$ cat config.mk
export PLATFORM = sky130hd
export DESIGN_NAME = pio_debounce_capture
export DESIGN_NICKNAME = d
export VERILOG_FILES = /design/src/rtl/pio_debounce_capture.sv
export SDC_FILE = /design/constraint.sdc
export NUM_CORES = 1
export LEC_CHECK = 0
export CAP_MARGIN = 10
export CORE_ASPECT_RATIO = 0.75
export CORE_MARGIN = 5
export CORE_UTILIZATION = 41
export CTS_CLUSTER_DIAMETER = 80
export CTS_CLUSTER_SIZE = 40
export DETAILED_ROUTE_END_ITERATION = 8
export GPL_ROUTABILITY_DRIVEN = 1
export GPL_TIMING_DRIVEN = 1
export SYNTH_ARGS = -nofsm -noshare
export SYNTH_HDL_FRONTEND = slang
export SYNTH_SLANG_ARGS = --single-unit
export TNS_END_PERCENT = 1
$ cat constraint.sdc
create_clock -name clk_clk -period 2.35 [get_ports clk_clk]
set_input_delay 0.47 -clock clk_clk [delete_from_list [all_inputs] [get_ports clk_clk]]
set_output_delay 0.47 -clock clk_clk [all_outputs]
set_load 0.02 [all_outputs]
$ cat src/rtl/pio_debounce_capture.sv
`default_nettype none
// ============================================================================
//  Module   : pio_debounce_capture
//  Purpose  : Avalon-MM input port for switches and push-buttons. Each input
//             is synchronised, debounced with a per-bit counter and
//             edge-detected into a sticky capture register. The capture
//             register drives a maskable level interrupt. The register layout
//             matches a plain PIO input so existing drivers keep working.
//
//  Ports    : clk_clk        - sole clock
//             reset_reset_n  - asynchronous active-low reset
//             avs_address    - word address (0 stable, 1 zero, 2 mask, 3 capture)
//             avs_read       - read strobe (readdata registered, latency 1)
//             avs_write      - write strobe
//             avs_writedata  - write data
//             avs_readdata   - read data, holds between reads
//             coe_in         - raw pad inputs, asynchronous to clk_clk
//             irq            - registered level interrupt
//
//  Revision : 1.0 - initial release
// ============================================================================
module pio_debounce_capture #(
    parameter int WIDTH           = 4,
    parameter int DEBOUNCE_CYCLES = 500000,
    parameter bit ACTIVE_LOW      = 1'b1,
    parameter int EDGE_MODE       = 0
) (
    input  logic             clk_clk,
    input  logic             reset_reset_n,
    input  logic [1:0]       avs_address,
    input  logic             avs_read,
    input  logic             avs_write,
    input  logic [31:0]      avs_writedata,
    output logic [31:0]      avs_readdata,
    input  logic [WIDTH-1:0] coe_in,
    output logic             irq
);

    localparam int                 c_CNT_W       = (DEBOUNCE_CYCLES > 1) ? $clog2(DEBOUNCE_CYCLES) : 1;
    localparam logic [c_CNT_W-1:0] c_CNT_LAST    = c_CNT_W'(DEBOUNCE_CYCLES - 1);
    localparam logic [c_CNT_W-1:0] c_CNT_ONE     = c_CNT_W'(1);
    localparam logic [1:0]         c_ADDR_STABLE = 2'd0;
    localparam logic [1:0]         c_ADDR_MASK   = 2'd2;
    localparam logic [1:0]         c_ADDR_CAP    = 2'd3;

    logic [WIDTH-1:0]   w_lin;
    logic [WIDTH-1:0]   r_sync1;
    logic [WIDTH-1:0]   r_sync2;
    logic [WIDTH-1:0]   r_stable;
    logic [WIDTH-1:0]   w_stable_nxt;
    logic [c_CNT_W-1:0] r_cnt     [WIDTH];
    logic [c_CNT_W-1:0] w_cnt_nxt [WIDTH];
    logic [WIDTH-1:0]   w_ev;
    logic [WIDTH-1:0]   r_irq_mask;
    logic [WIDTH-1:0]   r_edge_cap;
    logic [WIDTH-1:0]   w_clr;
    logic               w_mask_we;
    logic               r_irq;
    logic [31:0]        r_readdata;
    logic [31:0]        w_rdata;
    logic               w_unused;

    // Polarity is fixed before the synchroniser so everything downstream
    // sees "1 = active".
    assign w_lin = ACTIVE_LOW ? ~coe_in : coe_in;

    // Only the low WIDTH bits of the write data carry meaning.
    assign w_unused = &{1'b0, avs_writedata};

    // ------------------------------------------------------------------
    // Per-bit debounce: the counter runs only while the synchronised input
    // disagrees with the stable value; any agreement restarts it, so a
    // glitch shorter than DEBOUNCE_CYCLES never reaches the stable value.
    // ------------------------------------------------------------------
    for (genvar gi = 0; gi < WIDTH; gi++) begin : g_bit
        logic w_differs;
        logic w_expire;

        assign w_differs        = r_sync2[gi] ^ r_stable[gi];
        assign w_expire         = w_differs && (r_cnt[gi] == c_CNT_LAST);
        assign w_cnt_nxt[gi]    = (w_differs && !w_expire) ? (r_cnt[gi] + c_CNT_ONE) : '0;
        assign w_stable_nxt[gi] = w_expire ? r_sync2[gi] : r_stable[gi];

        // The event fires on the same edge that commits the new stable
        // value, qualified by the direction of that new value.
        if (EDGE_MODE == 0) begin : g_rise
            assign w_ev[gi] = w_expire & r_sync2[gi];
        end else if (EDGE_MODE == 1) begin : g_fall
            assign w_ev[gi] = w_expire & ~r_sync2[gi];
        end else begin : g_any
            assign w_ev[gi] = w_expire;
        end
    end

    always_ff @(posedge clk_clk or negedge reset_reset_n) begin
        if (!reset_reset_n) begin
            r_sync1  <= '0;
            r_sync2  <= '0;
            r_stable <= '0;
            for (int i = 0; i < WIDTH; i++) begin
                r_cnt[i] <= '0;
            end
        end else begin
            r_sync1  <= w_lin;
            r_sync2  <= r_sync1;
            r_stable <= w_stable_nxt;
            for (int i = 0; i < WIDTH; i++) begin
                r_cnt[i] <= w_cnt_nxt[i];
            end
        end
    end

    // ------------------------------------------------------------------
    // Capture, mask and interrupt
    // ------------------------------------------------------------------
    assign w_clr     = (avs_write && (avs_address == c_ADDR_CAP)) ? avs_writedata[WIDTH-1:0] : '0;
    assign w_mask_we = avs_write && (avs_address == c_ADDR_MASK);

    always_ff @(posedge clk_clk or negedge reset_reset_n) begin
        if (!reset_reset_n) begin
            r_edge_cap <= '0;
            r_irq_mask <= '0;
            r_irq      <= 1'b0;
        end else begin
            // A new event overrides a simultaneous write-1-to-clear.
            r_edge_cap <= w_ev | (r_edge_cap & ~w_clr);
            if (w_mask_we) begin
                r_irq_mask <= avs_writedata[WIDTH-1:0];
            end
            r_irq <= |(r_edge_cap & r_irq_mask);
        end
    end

    // ------------------------------------------------------------------
    // Read path: sampled from current register values, so a read paired
    // with a write returns the pre-write contents.
    // ------------------------------------------------------------------
    always_comb begin
        w_rdata = '0;
        case (avs_address)
            c_ADDR_STABLE: w_rdata[WIDTH-1:0] = r_stable;
            c_ADDR_MASK:   w_rdata[WIDTH-1:0] = r_irq_mask;
            c_ADDR_CAP:    w_rdata[WIDTH-1:0] = r_edge_cap;
            default:       w_rdata            = '0;
        endcase
    end

    always_ff @(posedge clk_clk or negedge reset_reset_n) begin
        if (!reset_reset_n) begin
            r_readdata <= '0;
        end else if (avs_read) begin
            r_readdata <= w_rdata;
        end
    end

    assign avs_readdata = r_readdata;
    assign irq          = r_irq;

endmodule
`default_nettype wire

==> results.py <==
metrics = {
    "route": {
        "first_pass_iters": 4,
        "routedWlPerCell_um": 13.46,
        "drc": 0,
        "m1WireLength_mm": 4.530,
        "dr_wl_met3_um": 378,
        "avgViaCountPerCell": 5.052,
        "vias": 3567,
        "wl_mm": 9.501,
        "ant_nets": 0,
        "wl_met2_mm": 4.477,
        "drtIter0Drc": 255,
        "highest-signal-layer": "met4",
    },
    "cts": {
        "clkLatencyLatePin_ns": 0.34,
        "post-cts-setup-buffer-count": 0,
        "cts_max_level": 3,
        "clkSinkCount": 101,
        "postCtsHoldBufs": 0,
        "cts_buffer_depth": 2,
        "cts_root_buffer": "clkbuf_16",
        "cts_resized": 0,
        "cts_inserted_buffers": 9,
        "clk_pin_slew_ns": 0.07,
        "cts_tree": "built",
    },
    "cells_and_area": {
        "area_delta_synth_final_pct": 13.41,
        "layout-drive-gt1-share_pct": 8.704,
        "diodes": 0,
        "multiInputGateArea_mm2": 0.002281,
        "finalNetCount": 581,
        "fill_cells": 1135,
        "regArea_mm2": 0.002527,
    },
    "floorplanning": {
        "start_util_pct": 41.40,
        "dieHeight_um": 106.0,
        "dieArea_mm2": 0.01463,
        "rows": 35,
        "core-area_mm2": 0.01217,
        "ios": 75,
        "die_w_um": 138.0,
    },
    "timing": {
        "tns_ns": 0,
        "hold_viol": 0,
        "max_freq_ghz": 0.4991,
        "period_minus_slack_ns": 2.003,
        "report.final.slew_viol_count": 0,
        "finClkSkew_ns": 0.004632,
        "min_period_over_period_pct": 85.25,
        "rsz0062_at_grt": "no",
        "finalSetupViolCount": 0,
    },
    "power": {
        "peakVddDrop_mv": 0.4150,
        "power_density_mw_per_mm2": 664.6,
        "p_leak_nw": 2.297,
        "p_total_mw": 3.799,
    },
    "setup_path": {
        "crit_family": "simple AND/OR/NAND/NOR gates",
        "worstPathRequired_ns": 2.62,
        "criticalPathCategory": "flop to flop",
        "crit_path_end_kind": "flop",
        "r2r_slack_ns": 0.35,
        "reg2reg_depth": 4,
        "path_buf_inv": 0,
        "path_depth": 4,
        "critPathLaunchType": "flop",
        "path_cells": "nand4_2 > or4_1 > or4_1 > a21oi_1",
        "critPathMaxFanout": 8,
        "max_stage_delay_ns": 0.66,
        "critical_path_arrival_ns": 2.27,
        "cp_slowest_cell": "or4_1",
        "path_common_cell": "or4_1",
    },
    "global_routing": {
        "grt_start_max_net_pins": 57,
        "grt_pass1_wl_mm": 16.64,
        "grt.overflow.total": 0,
        "antenna_found_initial": 0,
        "grt_pass1_vias": 3488,
        "track_usage_pct": 13.61,
    },
    "worst_hold_path": {
        "min_path_type": "input pin to asynchronous set/reset pin",
    },
    "synth": {
        "syn_area_mm2": 0.005040,
        "ys_seq_area_share_pct": 50.15,
        "ys_warn_count": 0,
        "synth.top_cells.by_count": "dfrtp_1 (101), nor2_1 (80), xnor2_1 (38)",
        "yosysTopAreaCellShare_pct": 50.15,
        "synth_area_per_cell_um2": 9.921,
        "ys_ff_latch": 101,
        "synth-main-ff-cell": "dfrtp_1",
        "synth.distinct_cells": 40,
        "synthCells": 508,
        "synth_edf_count": 0,
        "async_reset_ff_share_pct": 100.0,
        "yosysMostFrequentCell": "dfrtp_1",
        "synth.area.top_cells": "dfrtp_1 (50%), xnor2_1 (6.6%), nor2_1 (6.0%)",
        "synth_top_area_cell": "dfrtp_1",
    },
    "placement": {
        "dp_hpwl_mm": 6.427,
        "port_buffers": 18,
        "routabilityCongestion": 0.7896,
    },
    "run_status": {
        "status": "complete, no violations",
    },
    "run": {
        "maxCapViolCount": 0,
    },
}
-- registers in the layout, indices dropped and copies added, names as in the netlist --
name and cells:
avs_readdata 4, irq 1, r_cnt 76, r_edge_cap 4
r_irq_mask 4, r_stable 4, r_sync1 4, r_sync2 4
-- through the flow --
| step | hold WS (ns) | setup WS [ns] | instance area, um^2 | util (%) | cells |
|---|---|---|---|---|---|
| 2_1_floorplan | 0.1744 | 0.3725 | 5141 | - | 535 |
| 6_report | 0.02455 | 0.3466 | 5715 | 46.95 | 706 |
| 3_5_place_dp | 0.3389 | 0.3493 | 5356 | 44.00 | 690 |
| 4_1_cts | 0.02522 | 0.3422 | 5715 | 46.95 | 706 |
| 5_1_grt | 0.04119 | 0.2022 | 5715 | 46.95 | 706 |
| 3_3_place_gp | 0.3406 | 0.4223 | 5356 | 44.00 | 690 |
-- kinds of logic (layout without fill, tap and decap cells) --
family / Yosys count / after routing / share of synthesized area [%]
simple gates: 225 / 225 / 22.99
flops: 101 / 101 / 50.15
buf+inv: 59 / 64 / 6.604
xor+xnor: 56 / 56 / 9.732
compound gates: 50 / 50 / 6.877
mux: 12 / 12 / 2.582
fa+ha+maj: 4 / 4 / 0.9931
other cells: 1 / 28 / 0.07441
-- per-layer routing --
metal	track usage [%]	up-vias
li1	-	1779
met1	18.29	1720
met2	21.73	58
met3	3.462	10
met4	4.302	0
met5	0	-
-- cells in the final DEF (no fill, tap or decap), types with 4 or more instances in the layout --
| master | n |
|---|---|
| dfrtp_1 | 101 |
| nor2_1 | 80 |
| xnor2_1 | 38 |
| conb_1 | 28 |
| nand2_1 | 25 |
| nand3_1 | 24 |
| nand4_1 | 23 |
| inv_1 | 20 |
| a21oi_1 | 20 |
| xor2_1 | 18 |
| clkdlybuf4s50_1 | 17 |
| nor3_1 | 15 |
| nor4_1 | 14 |
| or3_1 | 10 |
| buf_4 | 10 |
| or4_1 | 9 |
| clkbuf_16 | 9 |
| o21ai_0 | 8 |
| mux2_2 | 8 |
| o31ai_1 | 7 |
| or2_2 | 5 |
| nor4b_1 | 4 |
| and3_1 | 4 |
| mux2i_1 | 4 |
| a31oi_1 | 4 |
| ha_1 | 4 |
-- power by group --
part | internal [mW] | switching [mW] | total (mW) | leakage (nW)
Combinational | 0.0843 | 0.153 | 0.237 | 0.758
Clock | 1.10 | 0.643 | 1.74 | 0.172
Sequential | 1.78 | 0.0367 | 1.82 | 1.37
Total | 2.97 | 0.833 | 3.80 | 2.30
-- layout make-up --
type	count	area share, %
clock buffer	11	4.422
clock inverter	5	1.861
inverter	20	1.313
multi-input combinational	375	39.91
sequential	101	44.22
tap	166	3.634
timing repair buffer	28	4.641
-- path summary, 6_finish.rpt --
path / startpoint / endpoint
worst max-delay path: r_cnt[46] / r_cnt[55]
worst min-delay path: reset_reset_n / r_cnt[15]
worst max register to register: r_cnt[46] / r_cnt[55]
worst min register to register: r_sync1[2] / r_sync2[2]
max in group asynchronous: reset_reset_n / r_sync1[2]
min in group clk_clk: r_sync1[2] / r_sync2[2]
(Power assumes the default switching activity.)
